## config.mk

```make
export PLATFORM = sky130hd
export DESIGN_NAME = vga_floor_renderer
export DESIGN_NICKNAME = d
export VERILOG_FILES = /design/src/rtl/vga_pkg.sv /design/src/rtl/vga_cell_tracker.sv /design/src/rtl/vga_floor_renderer.sv
export SDC_FILE = /design/constraint.sdc
export NUM_CORES = 1
export LEC_CHECK = 0
export BUFFER_PORTS_ARGS = -buffer_cell sky130_fd_sc_hd__buf_2
export CORE_AREA = 2 2 68 70
export CTS_CLUSTER_SIZE = 30
export DETAILED_ROUTE_END_ITERATION = 6
export DIE_AREA = 0 0 70 72
export HOLD_SLACK_MARGIN = 0.12
export PLACE_DENSITY = 0.77
export SLEW_MARGIN = 20
export SYNTH_ARGS = -nofsm -noshare
export SYNTH_HDL_FRONTEND = slang
export SYNTH_SLANG_ARGS = --single-unit
export TNS_END_PERCENT = 10
```

## constraint.sdc

```tcl
create_clock -name clk -period 1.8 [get_ports clk]
set_input_delay 0.36 -clock clk [delete_from_list [all_inputs] [get_ports clk]]
set_output_delay 0.36 -clock clk [all_outputs]
set_load 0.02 [all_outputs]
```

## src/rtl/vga_pkg.sv

```systemverilog
// vga_pkg: 640x480 timing constants, colour and status types for the floor renderer
package vga_pkg;
  localparam int H_ACTIVE = 640;
  localparam int V_ACTIVE = 480;
  localparam int V_FP = 10;
  localparam int V_SYNC = 2;
  localparam int V_BP = 33;
  localparam int V_TOTAL = V_ACTIVE + V_FP + V_SYNC + V_BP;
  typedef struct packed {
    logic [3:0] r;
    logic [3:0] g;
    logic [3:0] b;
  } rgb_t;
  typedef struct packed {
    logic [3:0] floor;
    logic door;
    logic up;
    logic dn;
  } status_t;
  localparam rgb_t C_BLACK = 12'h000;
  localparam rgb_t C_CUR = 12'h0F0;
  localparam rgb_t C_DOOR = 12'hFF0;
  localparam rgb_t C_IDLE = 12'h444;
  localparam rgb_t C_LIT = 12'hFFF;
  localparam rgb_t C_DIM = 12'h222;
endpackage

```

## src/rtl/vga_cell_tracker.sv

```systemverilog
// vga_cell_tracker: follows which floor cell and cell line the beam is on without dividing pix_y
module vga_cell_tracker import vga_pkg::*; #(
  parameter int NUM_FLOORS = 8,
  parameter int CELL_H = 60
) (
  input  logic       clk,
  input  logic       reset,
  input  logic [9:0] pix_x,
  input  logic [9:0] pix_y,
  output logic [3:0] cell_idx,
  output logic       gap,
  output logic       below_cells
);
  localparam int LW = CELL_H > 1 ? $clog2(CELL_H) : 1;
  logic [LW-1:0] cell_line;
  always_ff @(posedge clk)
    if (reset) begin
      cell_idx <= 4'(NUM_FLOORS - 1);
      cell_line <= '0;
    end else if (pix_x == 10'(H_ACTIVE)) begin
      if (pix_y == 10'(V_TOTAL - 1)) begin
        cell_idx <= 4'(NUM_FLOORS - 1);
        cell_line <= '0;
      end else if (cell_line == LW'(CELL_H - 1)) begin
        cell_line <= '0;
        cell_idx <= cell_idx == 4'd0 ? cell_idx : cell_idx - 4'd1;
      end else begin
        cell_line <= cell_line + LW'(1);
      end
    end
  assign gap = cell_line == LW'(CELL_H - 1);
  assign below_cells = pix_y >= 10'(NUM_FLOORS * CELL_H);
endmodule

```

## src/rtl/vga_floor_renderer.sv

```systemverilog
// vga_floor_renderer: draws the elevator floor column and direction boxes, 2-cycle aligned with syncs
module vga_floor_renderer import vga_pkg::*; #(
  parameter int NUM_FLOORS = 8,
  parameter int CELL_H = 60,
  parameter int COL_X0 = 280,
  parameter int COL_W = 80,
  parameter int ARROW_X0 = 400,
  parameter int ARROW_W = 40,
  parameter int BLINK_LOG2 = 5
) (
  input  logic       clk,
  input  logic       reset,
  input  logic [9:0] pix_x,
  input  logic [9:0] pix_y,
  input  logic       video_active,
  input  logic       hsync_in,
  input  logic       vsync_in,
  input  logic       status_valid,
  input  logic [3:0] floor_num,
  input  logic       door_open,
  input  logic       dir_up,
  input  logic       dir_down,
  output logic       hsync,
  output logic       vsync,
  output logic [3:0] red,
  output logic [3:0] green,
  output logic [3:0] blue
);
  status_t inc, pend, disp;
  logic [BLINK_LOG2-1:0] frame_cnt;
  logic legal, boundary, gap, below_cells;
  logic [3:0] cell_idx, s1_idx;
  logic s1_col, s1_up, s1_dn, s1_gap, s1_below, s1_act, s1_hs, s1_vs;
  rgb_t c, px;
  vga_cell_tracker #(.NUM_FLOORS(NUM_FLOORS), .CELL_H(CELL_H)) u_tracker (
    .clk(clk),
    .reset(reset),
    .pix_x(pix_x),
    .pix_y(pix_y),
    .cell_idx(cell_idx),
    .gap(gap),
    .below_cells(below_cells)
  );
  assign inc = {floor_num, door_open, dir_up, dir_down};
  assign legal = status_valid && {1'b0, floor_num} < 5'(NUM_FLOORS);
  assign boundary = pix_x == 10'd0 && pix_y == 10'(V_ACTIVE);
  // display only changes in vertical blank, so a frame is never drawn from mixed status
  always_ff @(posedge clk)
    if (reset) begin
      pend <= '0;
      disp <= '0;
      frame_cnt <= '0;
    end else begin
      if (legal) pend <= inc;
      if (boundary) begin
        disp <= legal ? inc : pend;
        frame_cnt <= frame_cnt + BLINK_LOG2'(1);
      end
    end
  always_ff @(posedge clk)
    if (reset) begin
      {s1_col, s1_up, s1_dn, s1_gap, s1_below, s1_act} <= '0;
      s1_idx <= '0;
      s1_hs <= 1'b1;
      s1_vs <= 1'b1;
    end else begin
      s1_col <= pix_x >= 10'(COL_X0) && pix_x < 10'(COL_X0 + COL_W);
      s1_up <= pix_x >= 10'(ARROW_X0) && pix_x < 10'(ARROW_X0 + ARROW_W) && cell_idx == 4'(NUM_FLOORS - 1);
      s1_dn <= pix_x >= 10'(ARROW_X0) && pix_x < 10'(ARROW_X0 + ARROW_W) && cell_idx == 4'd0;
      s1_gap <= gap;
      s1_below <= below_cells;
      s1_idx <= cell_idx;
      s1_act <= video_active;
      s1_hs <= hsync_in;
      s1_vs <= vsync_in;
    end
  always_comb
    c = !s1_act || s1_gap || s1_below ? C_BLACK :
        s1_col && s1_idx == disp.floor ? (disp.door && frame_cnt[BLINK_LOG2-1] ? C_DOOR : C_CUR) :
        s1_col ? C_IDLE :
        s1_up ? (disp.up ? C_LIT : C_DIM) :
        s1_dn ? (disp.dn ? C_LIT : C_DIM) : C_BLACK;
  always_ff @(posedge clk)
    if (reset) begin
      px <= C_BLACK;
      hsync <= 1'b1;
      vsync <= 1'b1;
    end else begin
      px <= c;
      hsync <= s1_hs;
      vsync <= s1_vs;
    end
  assign red = px.r;
  assign green = px.g;
  assign blue = px.b;
endmodule

```

=== Word-level counts from Yosys, hierarchy flattened ===
Index checks and enable logic that the tools add are counted.

* Logic and storage cells: 70
* Memories: 0
* Latch bits: 0
* Bits of input ports: 33
* Bits in read-only memories: 0
* Register bits after elaboration: 55
* Output and inout bits: 14
* RAM bits: 0

* Mux-type cells: 13
* Shift-type cells: 0
* Magnitude comparators: 6
* Add/sub/neg operators: 3
* Equality and inequality tests: 7
* Divide/modulo/power cells: 0
* Multipliers: 0
* Reduce and logical (&&, ||, !) cells: 16
* Bitwise logic cells: 0

{| class="wikitable"
|+ Operator list
! kind !! number
|-
| two-way mux 12 bit || 7
|-
| greater-or-equal comparator 10 x 9 -> 1 bit (second input constant) || 3
|-
| equality test 10 bit (second input constant) || 2
|-
| < comparator 10 x 9 -> 1 bit (second input constant) || 2
|-
| two-way mux 4 bit || 3
|-
| two-way mux 6 bit || 2
|-
| equality test 10 x 9 -> 1 bit (second input constant) || 1
|-
| logical NOT 10 bit || 1
|-
| logical AND 1 bit || 8
|-
| two-way mux 7 bit || 1
|-
| adder 6 x 1 -> 6 bit (second input constant) || 1
|-
| equality test 6 bit (second input constant) || 1
|-
| adder 5 x 1 -> 5 bit (second input constant) || 1
|-
| equality test 4 x 3 -> 1 bit (second input constant) || 1
|-
| equality test 4 bit || 1
|-
| logical NOT 4 bit || 1
|-
| < comparator 4 bit (second input constant) || 1
|-
| subtractor 4 x 1 -> 4 bit (second input constant) || 1
|-
| AND reduction 3 bit || 1
|-
| logical OR 1 bit || 2
|-
| != test 2 x 1 -> 1 bit (second input constant) || 1
|-
| nonzero test 2 bit || 1
|-
| OR reduction 2 bit || 1
|-
| logical NOT 1 bit || 1
|}

=== Longest topological paths before layout ===
Gate-level depths: netlist of the first run.

* Word-level depth: 5
* Gate-level depth with buffers: 6
* Depth with buffers taken out: 6

=== Hierarchy ===
From an unflattened synthesis of the first run, not the netlist that was laid out.

* Cells, all modules: 217
* Area, all modules: 2217.1 um^2

{| class="wikitable"
|+ By module, submodules not included
! module !! area each (um^2) !! times used !! cells an instance !! seq. area each (um^2)
|-
| vga_floor_renderer || 1617.8 || 1 || 148 || 840.8
|-
| vga_cell_tracker || 599.3 || 1 || 69 || 200.2
|}

=== Worst setup path before layout of the first run ===
Ideal clock, no wire load.

* Path type: input to register
* Start point: input port pix_x[1]
* End point: register u_tracker.cell_line[3]
* Required time: 1.726 ns
* Stages on the path: 4
* Path buffers: 0
* Library setup time: 0.074 ns
* Arrival: 1.554 ns
* Setup slack: 0.171 ns
* Path through: nor4_4 nand4_4 or4_1 a31oi_1

* Cells in the longest elaborated chain, start to end: 1

{| class="wikitable"
|+ RTL lines
! what !! line !! text
|-
| start: declaration || vga_floor_renderer.sv:13 || <nowiki>input logic [9:0] pix_x,</nowiki>
|-
| equality test 10 bit || vga_cell_tracker.sv:20 || <nowiki>end else if (pix_x == 10'(H_ACTIVE)) begin</nowiki>
|-
| end signal: assignment || vga_cell_tracker.sv:28 || <nowiki>cell_line <= cell_line + LW'(1);</nowiki>
|-
| end: declaration || vga_cell_tracker.sv:15 || <nowiki>logic [LW-1:0] cell_line;</nowiki>
|}

Every way passes these cells.
A chain may end at the register's enable or synchronous reset.

=== Final worst setup path of the first run ===
* Start point: register u_tracker.cell_line[0]
* End point: register u_tracker.cell_idx[3]

* Cells in the longest elaborated chain, start to end: 3

{| class="wikitable"
|+ RTL lines
! what !! line !! text
|-
| equality test 6 bit || vga_cell_tracker.sv:24 || <nowiki>end else if (cell_line == LW'(CELL_H - 1)) begin</nowiki>
|-
| nonzero test 2 bit (no source line) || n/a ||
|-
| AND reduction 3 bit (no source line) || n/a ||
|-
| end signal: assignment || vga_cell_tracker.sv:18 || <nowiki>cell_idx <= 4'(NUM_FLOORS - 1);</nowiki>
|-
| end signal: assignment || vga_cell_tracker.sv:22 || <nowiki>cell_idx <= 4'(NUM_FLOORS - 1);</nowiki>
|-
| end signal: assignment || vga_cell_tracker.sv:26 || <nowiki>cell_idx <= cell_idx == 4'd0 ? cell_idx : cell_idx - 4'd1;</nowiki>
|-
| end: declaration || vga_cell_tracker.sv:10 || <nowiki>output logic [3:0] cell_idx,</nowiki>
|}

Every way passes these cells.

==> impl_metrics.yaml, run 1 <==
timing:
  tns_ns: 0
  worstMarginPinSlew_ns: 0.772
  drv_slew: 0
  skew_ns: 0.00663
  finalCritPeriodShare_pct: 91.6
  final-setup-viol-count: 0
  fmax_mhz: 606
  fin_crit_ns: 1.65
  grt_setup_unrepaired: "false"
  worst_slack_ns: 0.150
  slew_headroom_pct: 48.5
  hold_violations: 0
worst_setup_path:
  max_stage_delay_ns: 0.40
  path_max_fanout: 4
  crit_type: "reg2reg"
  r2r_setup_slack_ns: 0.15
  worstPathRequired_ns: 1.99
  cp-end-kind: "flip-flop"
  crit_chain: "ha_1 -> nand4b_1 -> nor4_1 -> o21ai_0 -> a32o_1"
  crit_arrival_ns: 1.84
  reg2reg_depth: 5
  r2r-start: "u_tracker.cell_line[0]$_SDFFE_PP0N_"
  r2r_end: "u_tracker.cell_idx[3]$_SDFFE_PP0P_"
  slowest_stage: "nor4_1"
  setup.worst_path.start_class: "flip-flop"
clock_network:
  clock-sinks: 52
  clock_latency_ns: 0.29
  post_cts_resized: 0
  cts.htree.levels: 2
  cts-buffers-inserted: 5
  tritoncts: "done"
  clkTransAtPathRegs_ns: 0.09
  post-cts-setup-buffers: 0
  cts_buffer_depth: 2
  cts_hold_buffers: 0
  clock-root-buffer: "clkbuf_8"
synth:
  synth-seq-cells: 52
  syn_inst: 241
  ys_warn_count: 0
  ys.flop_type: "dfxtp_1"
  yosys.area.top_type: "dfxtp_1"
  synth_cell_types: 43
  yosys-top-cells-area: "dfxtp_1 47%, nor2_1 3.9%, o21ai_0 3.4%"
  ys_seq_area_share_pct: 46.6
  synthArstFlopShare_pct: 0
  synth_top_area_share_pct: 46.6
  syn_nets: 279
  syn_area_per_cell_um2: 9.27
  synth_edf_count: 0
  netlist_area_mm2: 0.00223
detailed_routing:
  ant_nets: 0
  wire_per_inst_um: 12.9
  drt-initial-drc-count: 78
  wirelength_um: 4420
  drtPass1Iterations: 5
  vias: 1880
  via_per_inst: 5.47
  drc: 0
grt:
  grt_max_degree: 43
  grt_pass1_vias: 1762
  antenna_found_initial: 0
  grt-ovfl-total: 0
  grtUsageTotal_pct: 18.5
  grt_pass1_wl_um: 7620
place:
  gp_congestion: 0.905
  dp_slack_ns: -0.119
  port_buffers: 46
  dpl.hpwl_um: 3250
worst_hold_path:
  hold_path_depth: 2
  hp-start: "hsync_in"
  min_to: "s1_hs$_SDFF_PP1_"
  hold_class: "in2reg"
outcome:
  status: "finished, final reports clean"
floorplanning:
  initial_core_util_pct: 52.4
  die_area_mm2: 0.00504
  ios: 47
  rows: 24
  die_w_um: 70
  die_h_um: 72
  core_mm2: 0.00426
finish:
  diodes: 0
  fin_nets: 329
  drive_gt1_share_pct: 27.1
  syn2layout_area_growth_pct: 20.1
power:
  irDropWorstVdd_mv: 0.485
  p_per_area_mw_per_mm2: 799
  p_leak_nw: 1.10
run:
  cap_viol_max_count: 0
flip-flops by register name, indices dropped and copies added (netlist names):
register             cells
blue                     3
disp                     7
frame_cnt                5
green                    3
hsync                    1
pend                     7
red                      3
s1_act                   1
s1_below                 1
s1_col                   1
s1_dn                    1
s1_gap                   1
s1_hs                    1
s1_idx                   4
s1_up                    1
s1_vs                    1
u_tracker.cell_idx       4
u_tracker.cell_line      6
vsync                    1
area by class of cell:
cell class                      count  area (um2)
Clock inverter                      1        30.0
Sequential cell                    52        1040
Tap cell                           52        65.1
Fill cell                         364        1580
Multi-Input combinational cell    170        1110
Inverter                            6        22.5
Timing Repair Buffer               56         318
Clock buffer                        7        96.3
worst max path at each step:
stage	endpoint	startpoint	slack (ns)
2_1_floorplan	u_tracker.cell_line[3]$_SDFFE_PP0N_	pix_x[1]	0.17
3_5_place_dp	disp[2]$_SDFFE_PP0P_	pix_x[3]	-0.12
6_report	u_tracker.cell_idx[3]$_SDFFE_PP0P_	u_tracker.cell_line[0]$_SDFFE_PP0N_	0.15
4_1_cts	u_tracker.cell_idx[3]$_SDFFE_PP0P_	u_tracker.cell_line[0]$_SDFFE_PP0N_	0.17
3_3_place_gp	disp[3]$_SDFFE_PP0P_	pix_x[1]	-0.04
5_1_grt	disp[5]$_SDFFE_PP0P_	pix_x[1]	0.05
per-stage QoR:
stage / hold WS, ns / total power [mW] / std cells / utilization, % / area, um2
after global routing: 0.246 / 2.23 / 344 / 62.9 / 2680
after detailed placement: 0.400 / 1.33 / 336 / 59.9 / 2560
after CTS: 0.240 / 2.17 / 344 / 62.9 / 2680
after floorplan: 0.389 / 1.26 / 241 / - / 2230
after global placement: 0.391 / 1.33 / 336 / 59.9 / 2560
final: 0.247 / 2.14 / 344 / 62.9 / 2680
kinds of logic (layout without fill, tap and decap cells):
kind of cell	Yosys count	in the layout	synth area share [%]
xor+xnor	4	4	1.57
simple gates	108	108	29.6
mux	7	7	3.19
fa+ha+maj	5	5	2.80
flops	52	52	46.6
buf+inv	19	70	3.70
compound gates	46	46	12.5
cells in the final DEF (no fill, tap or decap), drive strengths merged, types with 2 or more instances in the layout:
cell type | Yosys | final
buf | 3 | 56
nor4 | 5 | 5
nor3b | 6 | 6
xnor2 | 4 | 4
ha | 5 | 5
nor2 | 23 | 23
nor3 | 6 | 6
mux2i | 6 | 6
nor2b | 8 | 8
or2 | 8 | 8
and4 | 3 | 3
nand4 | 8 | 8
or3 | 8 | 8
a21o | 2 | 2
clkbuf | 10 | 7
nand2 | 13 | 13
a32oi | 3 | 3
o31ai | 2 | 2
inv | 6 | 6
o21ai | 15 | 15
a31oi | 4 | 4
nand4b | 3 | 3
dfxtp | 52 | 52
or4 | 5 | 5
nand3 | 7 | 7
and2 | 2 | 2
a21oi | 14 | 14
power breakdown:
group	leakage [nW]	total (mW)	switching [mW]	internal, mW
clock network	0.0645	0.840	0.350	0.490
logic	0.610	0.129	0.0695	0.0598
registers	0.422	1.17	0.00623	1.17
total	1.10	2.14	0.426	1.72
per-layer routing:
layer	wire, um	global-route usage (%)
met5	0	0
met4	63	6.84
met3	177	3.75
met2	2210	33.1
met1	1970	22.2
critical path: cells and delay by family, from the launching register on:
family,cells,cell delay (ns)
simple gates,2,0.60
flops,1,0.38
compound gates,2,0.34
fa+ha+maj,1,0.24
cells in the mapped netlist (2+ instances only):
cell / number
mux2i_1: 6
a32oi_1: 3
xnor2_1: 4
a21o_1: 2
o31ai_1: 2
nor3_1: 5
nor3b_1: 6
or4_1: 5
buf_4: 3
dfxtp_1: 52
nand4_1: 7
and2_1: 2
nand4b_1: 3
clkbuf_1: 10
ha_1: 5
a31oi_1: 4
nor2_1: 23
or2_2: 7
or3_1: 8
o21ai_0: 15
nor4_4: 2
inv_1: 6
nand3_1: 7
nor2b_1: 8
nor4_1: 3
and4_2: 2
nand2_1: 12
a21oi_1: 14
Power figures use the tool's default switching activity.
==> inputs of run 2 (changes only) <==
--- a/config.mk
+++ b/config.mk
@@ -6,12 +6,12 @@
 export NUM_CORES = 1
 export LEC_CHECK = 0
 export BUFFER_PORTS_ARGS = -buffer_cell sky130_fd_sc_hd__buf_2
-export CORE_AREA = 2 2 68 70
+export CORE_AREA = 2 2 66 68
 export CTS_CLUSTER_SIZE = 30
 export DETAILED_ROUTE_END_ITERATION = 6
-export DIE_AREA = 0 0 70 72
+export DIE_AREA = 0 0 68 70
 export HOLD_SLACK_MARGIN = 0.12
-export PLACE_DENSITY = 0.77
+export PLACE_DENSITY = 0.81
 export SLEW_MARGIN = 20
 export SYNTH_ARGS = -nofsm -noshare
 export SYNTH_HDL_FRONTEND = slang
==> constraint.sdc (replaced) <==
create_clock -name clk -period 1.9 [get_ports clk]
set_input_delay 0.38 -clock clk [delete_from_list [all_inputs] [get_ports clk]]
set_output_delay 0.38 -clock clk [all_outputs]
set_load 0.02 [all_outputs]
==> run 2 against run 1 <==
Final area is 2.7% lower. Worst hold slack better by 0.0084 ns. Clock power is 30% lower. Clock skew is 0.0025 ns lower. Count of clock-buffer cells in the layout is 1 lower. Via count is 1.5% higher. Non-clock buffer count is 3 lower. Critical endpoint unchanged. Critical path type unchanged. Maximum frequency is 0.34% lower. Combinational power is 7% lower. Utilization is 0.10 points higher. Cell count is 1.2% lower.
==> impl_metrics.yaml, run 2 (synthesized netlist as in run 1, its figures left out) <==
outcome:
  status: "finished, final reports clean"
power:
  p_per_area_mw_per_mm2: 698
  power_frac_comb_pct: 6.6
  finalPower_mw: 1.82
  pwr-share-clk_pct: 32.4
  irDropWorstVdd_mv: 0.312
  power.switching_mw: 0.410
  p_int_mw: 1.41
  p_leak_nw: 1.06
  switching_share_pct: 22.5
  power.share.sequential_pct: 61.1
place:
  port_buffers: 46
  dp_slack_ns: -0.00353
  dpl.hpwl_um: 3360
  dpl-instance-area_mm2: 0.00253
  gp_congestion: 0.918
clock_network:
  clock_latency_ns: 0.30
  clock-sinks: 52
  post_cts_resized: 0
  cts.htree.levels: 2
  cts-buffers-inserted: 5
  clock-root-buffer: "clkbuf_8"
  cts_buffer_depth: 2
  cts_hold_buffers: 0
  clkTransAtPathRegs_ns: 0.09
  tritoncts: "done"
  post-cts-setup-buffers: 0
timing:
  worst_slack_ns: 0.245
  drv_slew: 0
  grt_setup_unrepaired: "false"
  tns_ns: 0
  fin_crit_ns: 1.66
  slew_headroom_pct: 48.3
  hold_violations: 0
  worstMarginPinSlew_ns: 0.774
  skew_ns: 0.00409
  finalCritPeriodShare_pct: 87.1
  final-setup-viol-count: 0
  fmax_mhz: 604
detailed_routing:
  drtPass1Iterations: 4
  wire_per_inst_um: 13.3
  ant_nets: 0
  drt-initial-drc-count: 72
  vias: 1908
  drc: 0
  wirelength_um: 4520
  via_per_inst: 5.61
worst_setup_path:
  critPathTopFamily: "simple AND/OR/NAND/NOR gates"
  path_max_fanout: 4
  max_stage_delay_ns: 0.41
  crit_type: "reg2reg"
  crit_arrival_ns: 1.85
  r2r-start: "u_tracker.cell_line[0]$_SDFFE_PP0N_"
  worstPathRequired_ns: 2.10
  critPathBufInv: 0
  cp-startpoint: "u_tracker.cell_line[0]$_SDFFE_PP0N_"
  slowest_stage: "nor4_1"
  crit_chain: "ha_1 -> nand4b_1 -> nor4_1 -> o21ai_0 -> a32o_1"
  cp-end-kind: "flip-flop"
  setup.worst_path.start_class: "flip-flop"
worst_hold_path:
  hold_class: "in2reg"
  hp-start: "vsync_in"
floorplanning:
  ios: 47
  die_area_mm2: 0.00476
  initial_core_util_pct: 53.9
  rows: 24
  core_mm2: 0.00414
  die_w_um: 68
  die_h_um: 70
grt:
  grtUsageTotal_pct: 21.9
  grt_pass1_wl_um: 8060
  grt_pass1_vias: 1861
  grt-ovfl-total: 0
  grt_max_degree: 43
  antenna_found_initial: 0
finish:
  syn2layout_area_growth_pct: 16.9
  layout_common_cells: "52 x dfxtp_1, 46 x buf_2, 23 x nor2_1, 15 x o21ai_0, 14 x a21oi_1"
  diodes: 0
  fin_nets: 326
  design_area_mm2: 0.00261
  drive_gt1_share_pct: 25.7
  final_common_cell: "dfxtp_1"
  reg_top3: "disp: 7 flops, pend: 7 flops, u_tracker.cell_line: 6 flops"
run:
  cap_viol_max_count: 0
[run 2: through the flow]
stage / utilization (%) / hold WS [ns] / instances
floorplan: - / 0.389 / 241
global placement: 61.1 / 0.392 / 333
detailed placement: 61.1 / 0.402 / 333
CTS: 63.0 / 0.252 / 340
global route: 63.0 / 0.243 / 340
finish: 63.0 / 0.256 / 340
[run 2: path summary, 6_finish.rpt]
check | to | slack (ns) | cells past startpoint
setup / recovery | u_tracker.cell_idx[3]$_SDFFE_PP0P_ | 0.24 | 5
hold / removal | s1_vs$_SDFF_PP1_ | 0.26 | 2
setup reg to reg | u_tracker.cell_idx[3]$_SDFFE_PP0P_ | 0.24 | 5
hold reg to reg | hsync$_SDFF_PP1_ | 0.42 | 1
[run 2: layout make-up]
cell class	count	area (um2)
Sequential cell	52	1040
Timing Repair Buffer	53	295
Fill cell	353	1530
Multi-Input combinational cell	170	1110
Tap cell	52	65.1
Inverter	6	22.5
Clock buffer	6	72.6
Clock inverter	1	5.00
[run 2: layer usage]
metal	track usage (%)	share of wire (%)
met1	26.5	43
met2	36.4	51
met3	5.31	4.2
met4	8.67	2.3
met5	0	0
[run 2: power groups by stage]
stage / combinational (mW) / sequential, mW / clock, mW
floorplan: 0.0552 / 1.14 / 0
global placement: 0.116 / 1.14 / 0
detailed placement: 0.121 / 1.14 / 0
CTS: 0.121 / 1.11 / 0.600
global route: 0.134 / 1.11 / 0.641
finish: 0.120 / 1.11 / 0.589
